**src/rtl/bmem_adapter.sv**
```systemverilog
// bmem_adapter
//   Arbiter and burst engine between the I-cache / D-cache line ports and the
//   banked-memory (bmem) port. It handles one transaction at a time.
//   A line read is one bmem read command. Its four 64-bit return beats are
//   assembled into a 256-bit line. A line write is sent as four 64-bit beats.
//
// Ports
//   clk, rst                      clock, synchronous active-high reset
//   icache_addr/read              I-cache line read request
//   icache_rdata/resp             I-cache line data and one-cycle completion
//   dcache_addr/read/write/wdata  D-cache line read or write request
//   dcache_rdata/resp             D-cache line data and one-cycle completion
//   bmem_addr/read/write/wdata    command / write-beat outputs (registered)
//   bmem_ready                    memory accepts the command or beat
//   bmem_raddr/rdata/rvalid       read return beats
module bmem_adapter #(
  parameter int unsigned BEATS = 4
) (
  input  logic         clk,
  input  logic         rst,
  input  logic [31:0]  icache_addr,
  input  logic         icache_read,
  output logic [255:0] icache_rdata,
  output logic         icache_resp,
  input  logic [31:0]  dcache_addr,
  input  logic         dcache_read,
  input  logic         dcache_write,
  input  logic [255:0] dcache_wdata,
  output logic [255:0] dcache_rdata,
  output logic         dcache_resp,
  output logic [31:0]  bmem_addr,
  output logic         bmem_read,
  output logic         bmem_write,
  output logic [63:0]  bmem_wdata,
  input  logic         bmem_ready,
  input  logic [31:0]  bmem_raddr,
  input  logic [63:0]  bmem_rdata,
  input  logic         bmem_rvalid
);

  typedef enum logic [2:0] {IDLE, RD_REQ, RD_WAIT, WR_BURST, RESP} state_t;

  localparam logic [1:0] LAST_BEAT = 2'(BEATS - 1);

  state_t       state;
  logic [1:0]   beat;
  logic [1:0]   next_beat;
  logic         src_d;        // granted source: 1 = D-cache
  logic         last_grant;   // 1 = D-cache was granted last
  logic [255:0] line;         // write data or partially assembled read line
  logic [255:0] assembled;    // line with the current return beat merged in
  logic         d_req;
  logic         i_req;
  logic         grant_d;
  logic         beat_hit;
  logic         unused;

  always_comb begin
    d_req     = dcache_read | dcache_write;
    i_req     = icache_read;
    // On a tie the source that was not granted last wins.
    grant_d   = d_req & (~i_req | ~last_grant);
    next_beat = beat + 2'd1;
    beat_hit  = bmem_rvalid && (bmem_raddr == bmem_addr);
    assembled = line;
    assembled[64*beat +: 64] = bmem_rdata;
    unused    = ^{icache_addr[4:0], dcache_addr[4:0]};
  end

  always_ff @(posedge clk) begin
    if (rst) begin
      state        <= IDLE;
      beat         <= '0;
      src_d        <= 1'b0;
      last_grant   <= 1'b0;
      line         <= '0;
      bmem_addr    <= '0;
      bmem_read    <= 1'b0;
      bmem_write   <= 1'b0;
      bmem_wdata   <= '0;
      icache_resp  <= 1'b0;
      dcache_resp  <= 1'b0;
      icache_rdata <= '0;
      dcache_rdata <= '0;
    end else begin
      case (state)
        IDLE: begin
          if (d_req || i_req) begin
            src_d      <= grant_d;
            last_grant <= grant_d;
            beat       <= '0;
            bmem_addr  <= grant_d ? {dcache_addr[31:5], 5'b0} : {icache_addr[31:5], 5'b0};
            // A D-cache request with write high is a write, even if read is also high.
            if (grant_d && dcache_write) begin
              line       <= dcache_wdata;
              bmem_write <= 1'b1;
              bmem_wdata <= dcache_wdata[63:0];
              state      <= WR_BURST;
            end else begin
              bmem_read <= 1'b1;
              state     <= RD_REQ;
            end
          end
        end

        RD_REQ: begin
          if (bmem_ready) begin
            bmem_read <= 1'b0;
            state     <= RD_WAIT;
          end
        end

        RD_WAIT: begin
          if (beat_hit) begin
            line <= assembled;
            beat <= next_beat;
            if (beat == LAST_BEAT) begin
              state <= RESP;
              if (src_d) begin
                dcache_rdata <= assembled;
                dcache_resp  <= 1'b1;
              end else begin
                icache_rdata <= assembled;
                icache_resp  <= 1'b1;
              end
            end
          end
        end

        WR_BURST: begin
          if (bmem_ready) begin
            if (beat == LAST_BEAT) begin
              bmem_write  <= 1'b0;
              dcache_resp <= 1'b1;
              state       <= RESP;
            end else begin
              beat       <= next_beat;
              bmem_wdata <= line[64*next_beat +: 64];
            end
          end
        end

        RESP: begin
          icache_resp <= 1'b0;
          dcache_resp <= 1'b0;
          beat        <= '0;
          state       <= IDLE;
        end

        default: state <= IDLE;
      endcase
    end
  end

endmodule
```
**config.mk**
```make
export PLATFORM = sky130hd
export DESIGN_NAME = bmem_adapter
export DESIGN_NICKNAME = d
export VERILOG_FILES = /design/src/rtl/bmem_adapter.sv
export SDC_FILE = /design/constraint.sdc
export NUM_CORES = 2
export LEC_CHECK = 0
export ABC_CLOCK_PERIOD_IN_PS = 2850
export BUFFER_PORTS_ARGS = -buffer_cell sky130_fd_sc_hd__buf_4
export CAP_MARGIN = 40
export CORE_AREA = 2 2 403 405
export CTS_CLUSTER_DIAMETER = 120
export DETAILED_ROUTE_END_ITERATION = 16
export DIE_AREA = 0 0 405 407
export SLEW_MARGIN = 25
export SYNTH_ARGS = -nofsm -noshare
export SYNTH_HDL_FRONTEND = slang
export SYNTH_SLANG_ARGS = --single-unit
export TNS_END_PERCENT = 20
```
**constraint.sdc**
```tcl
create_clock -name clk -period 2.85 [get_ports clk]
set_clock_uncertainty 0.15 [all_clocks]
set_input_delay 0 -clock clk [delete_from_list [all_inputs] [get_ports clk]]
set_output_delay 0 -clock clk [all_outputs]
set_load 0.005 [all_outputs]
```
==> results.sh <==
export IMPL_status="finished clean"
export IMPL_antenna_found_initial=12
export IMPL_synth_seq_cells=869
export IMPL_syn_avg_cell_area_um2=8.471
export IMPL_crit_fanout=40
export IMPL_cts_max_level=3
export IMPL_overflow=0
export IMPL_drive_gt1_frac=0.3011
export IMPL_die_h_um=407
export IMPL_wl_per_cell_um=24.25
export IMPL_routed_top_layer="met4"
export IMPL_grt_pass1_wl_um=278100
export IMPL_crit_buf_inv=3
export IMPL_syn_to_final_growth_pct=51.11
export IMPL_final_cell_mix="buf_4 (1,181), nand2_1 (1,013), dfxtp_1 (865)"
export IMPL_yosysTopAreaCell="dfxtp_1"
export IMPL_dr_pass1_iters=9
export IMPL_cts_buffers=104
export IMPL_critical_path_class="register to register"
export IMPL_rr_startpoint="bmem_addr[20]"
export IMPL_cts_buffer_depth=3
export IMPL_worstPathArrival_ns=3.27
export IMPL_vias_per_cell=5.157
export IMPL_met2_length_um=91220
export IMPL_grt_max_degree=135
export IMPL_r2r_end="dcache_rdata[86]"
export IMPL_power_w=0.04189
export IMPL_clock_latency_ns=0.74
export IMPL_drv_cap=0
export IMPL_setup_violations_final=0
export IMPL_ant_nets=0
export IMPL_hold_start="bmem_rvalid"
export IMPL_die_w_um=405
export IMPL_synth_top_cell_area_share=0.4448
export IMPL_slowest_delay_ns=0.64
export IMPL_hold_violations=0
export IMPL_routed_wl_um=200000
export IMPL_num_vias=42545
export IMPL_grt_setup_unrepaired="true"
export IMPL_fillCellCount=16104
export IMPL_dieArea_um2=164800
export IMPL_hold_end="line[131]"
export IMPL_worstPathCellList="xnor2_1, and3_1, nand4_1, buf_4, or4_4, buf_12, buf_16, nand2_1, a21oi_1"
export IMPL_cts_tree="yes"
export IMPL_dp_hpwl_um=135900
export IMPL_cp_start_kind="register"
export IMPL_r2r_slack_ns=0.01
export IMPL_period_needed_ns=2.838
export IMPL_relSlewSlack=0.3446
export IMPL_ys_warn_count=0
export IMPL_min_path_type="input pin to register"
export IMPL_crit_family="simple AND/OR/NAND/NOR gates"
export IMPL_drt_iter0_drc=4430
export IMPL_synthTopCellsByArea="dfxtp_1 (44%), a21oi_1 (9.9%), nand2_1 (9.9%)"
export IMPL_met1_length_um=79800
export IMPL_synth_area_um2=39110
export IMPL_required_ns=3.29
export IMPL_drcViolationCount=0
export IMPL_io_pins=1035
export IMPL_fin_util=0.3689
export IMPL_core_rowCount=147
export IMPL_wl_met3_um=19680
export IMPL_pwr_density_cell_nw_per_um2=708.8
export IMPL_worst_pin_slew_ns=0.9831
export IMPL_yosysSeqAreaShare=0.4448
export IMPL_coreArea_um2=160200
export IMPL_crit_path_end_kind="register"
export IMPL_reg2reg_depth=9
export IMPL_finalMaxSlewViolations=0
export IMPL_final_common_cell="buf_4"
export IMPL_peakVddDrop_v=0.0005552
export IMPL_final_nets=6424
export IMPL_cpMaxStageDelayCell="or4_4"
export IMPL_cts_sinks=869
export IMPL_leakagePower_nw=22.71
export IMPL_timing_fmax_mhz=352.3
export IMPL_portBuffers=1019
export IMPL_grtUsageTotal=0.2236
export IMPL_clk_pin_slew_ns=0.06
export IMPL_min_path_cells=8
export IMPL_gp_congestion=0.9351
export IMPL_grt_pass1_vias=41221
export IMPL_start_util=0.2441
export IMPL_yosysUniqueCellTypes=48
export IMPL_cts_root_buffer="clkbuf_16"
export IMPL_timing_final_crit_share=0.9959
export IMPL_syn_inst=4617
[sequential cells by signal, indices dropped and copies added, names as in the netlist]
signal / cells
line: 256
bmem_write: 1
dcache_rdata: 256
beat: 2
bmem_read: 1
state: 3
icache_resp: 1
bmem_addr: 27
bmem_wdata: 64
last_grant: 1
dcache_resp: 1
icache_rdata: 256
[metrics by stage]
step	worst slack (ns)	hold WS, ns	setup TNS (ns)	instance area [um2]	cells
finish	0.01182	0.07658	0	59100	8250
global route	-0.06285	0.05280	-3.671	59090	8246
CTS	-0.05205	0.002167	-0.3096	58410	8208
detailed placement	-0.04376	0.1944	-0.2407	50250	7574
global placement	-0.02265	0.1914	-0.03267	50220	7573
floorplan	-0.1769	0.02779	-6.295	39130	4621
[cell families after synthesis]
group | after synthesis | share of synthesized area
xor+xnor | 24 | 0.005374
mux | 412 | 0.1341
fa+ha+maj | 6 | 0.001919
other cells | 1 | 0.00009588
buf+inv | 472 | 0.05326
flops | 869 | 0.4448
compound gates | 1390 | 0.2093
simple gates | 1443 | 0.1512
[report_power, final]
part | switching [W] | leakage (nW) | internal (W)
logic | 0.00731 | 13.9 | 0.00588
registers | 0.00100 | 7.04 | 0.0133
clock network | 0.00591 | 1.78 | 0.00846
[final cells by class]
type / count / area (um2) / area share
Timing Repair Buffer: 1728 / 15330 / 0.2594
Sequential cell: 869 / 17410 / 0.2945
Multi-Input combinational cell: 3280 / 19910 / 0.3369
Clock buffer: 140 / 2898 / 0.04903
Clock inverter: 46 / 763.2 / 0.01291
Inverter: 12 / 51.30 / 0.0008680
Antenna cell: 15 / 37.54 / 0.0006351
Tap cell: 2160 / 2703 / 0.04573
[tightest hold or removal path, cell delays in order]
cell      delay (ns)
buf_4           0.11
nand2b_1        0.07
nor4_1          0.07
nand3_1         0.19
nor4_4          0.07
buf_12          0.15
o21ai_0         0.17
a21oi_1         0.06
[synth_stat cells (all sizes together)]
master,count
and2,1
a211oi,91
conb,1
dfxtp,869
o21ai,257
mux2i,91
a31oi,1
nand4bb,1
nor4b,4
a221oi,1
a22o,256
or2,2
o221a,1
a32oi,2
nand3,265
ha,6
nor2,101
xor2,19
or3b,1
or3,2
nor4,11
nor3,4
nand2b,3
a2111oi,1
mux4,64
mux2,257
nor2b,5
o31ai,2
buf,175
nor3b,3
xnor2,5
nand2,1032
or4,5
inv,12
a21oi,775
nand4,2
o21bai,1
clkbuf,285
and3,1
a222oi,1
a311oi,1
[repair_timing]
| action | in CTS | in global routing |
|---|---|---|
| hold endpoints to repair | 869 | 1 |
| hold buffers | 448 | 2 |
| gates resized for setup | 1 | 66 |
| pin swaps | 0 | 10 |
| buffers inserted | 0 | 15 |
| setup endpoints to repair | 88 | 521 |
| gates cloned | 0 | 9 |
[layer usage]
| metal | vias up | GRT usage |
|---|---|---|
| met4 | 0 | 0.1091 |
| met2 | 2332 | 0.3546 |
| met1 | 20672 | 0.2787 |
| li1 | 19012 | - |
| met5 | - | 0 |
| met3 | 529 | 0.06160 |
[worst max-delay path by stage]
stage / slack [ns] / startpoint / endpoint / depth (start not counted)
global route: -0.06 / beat[0] / line[1] / 11
global placement: -0.02 / beat[0] / line[123] / 9
floorplan: -0.18 / beat[0] / bmem_wdata[43] / 9
CTS: -0.05 / beat[0] / line[123] / 9
finish: 0.01 / bmem_addr[20] / dcache_rdata[86] / 9
detailed placement: -0.04 / beat[0] / line[123] / 9
Note: power is estimated with default switching activity, not from simulation.
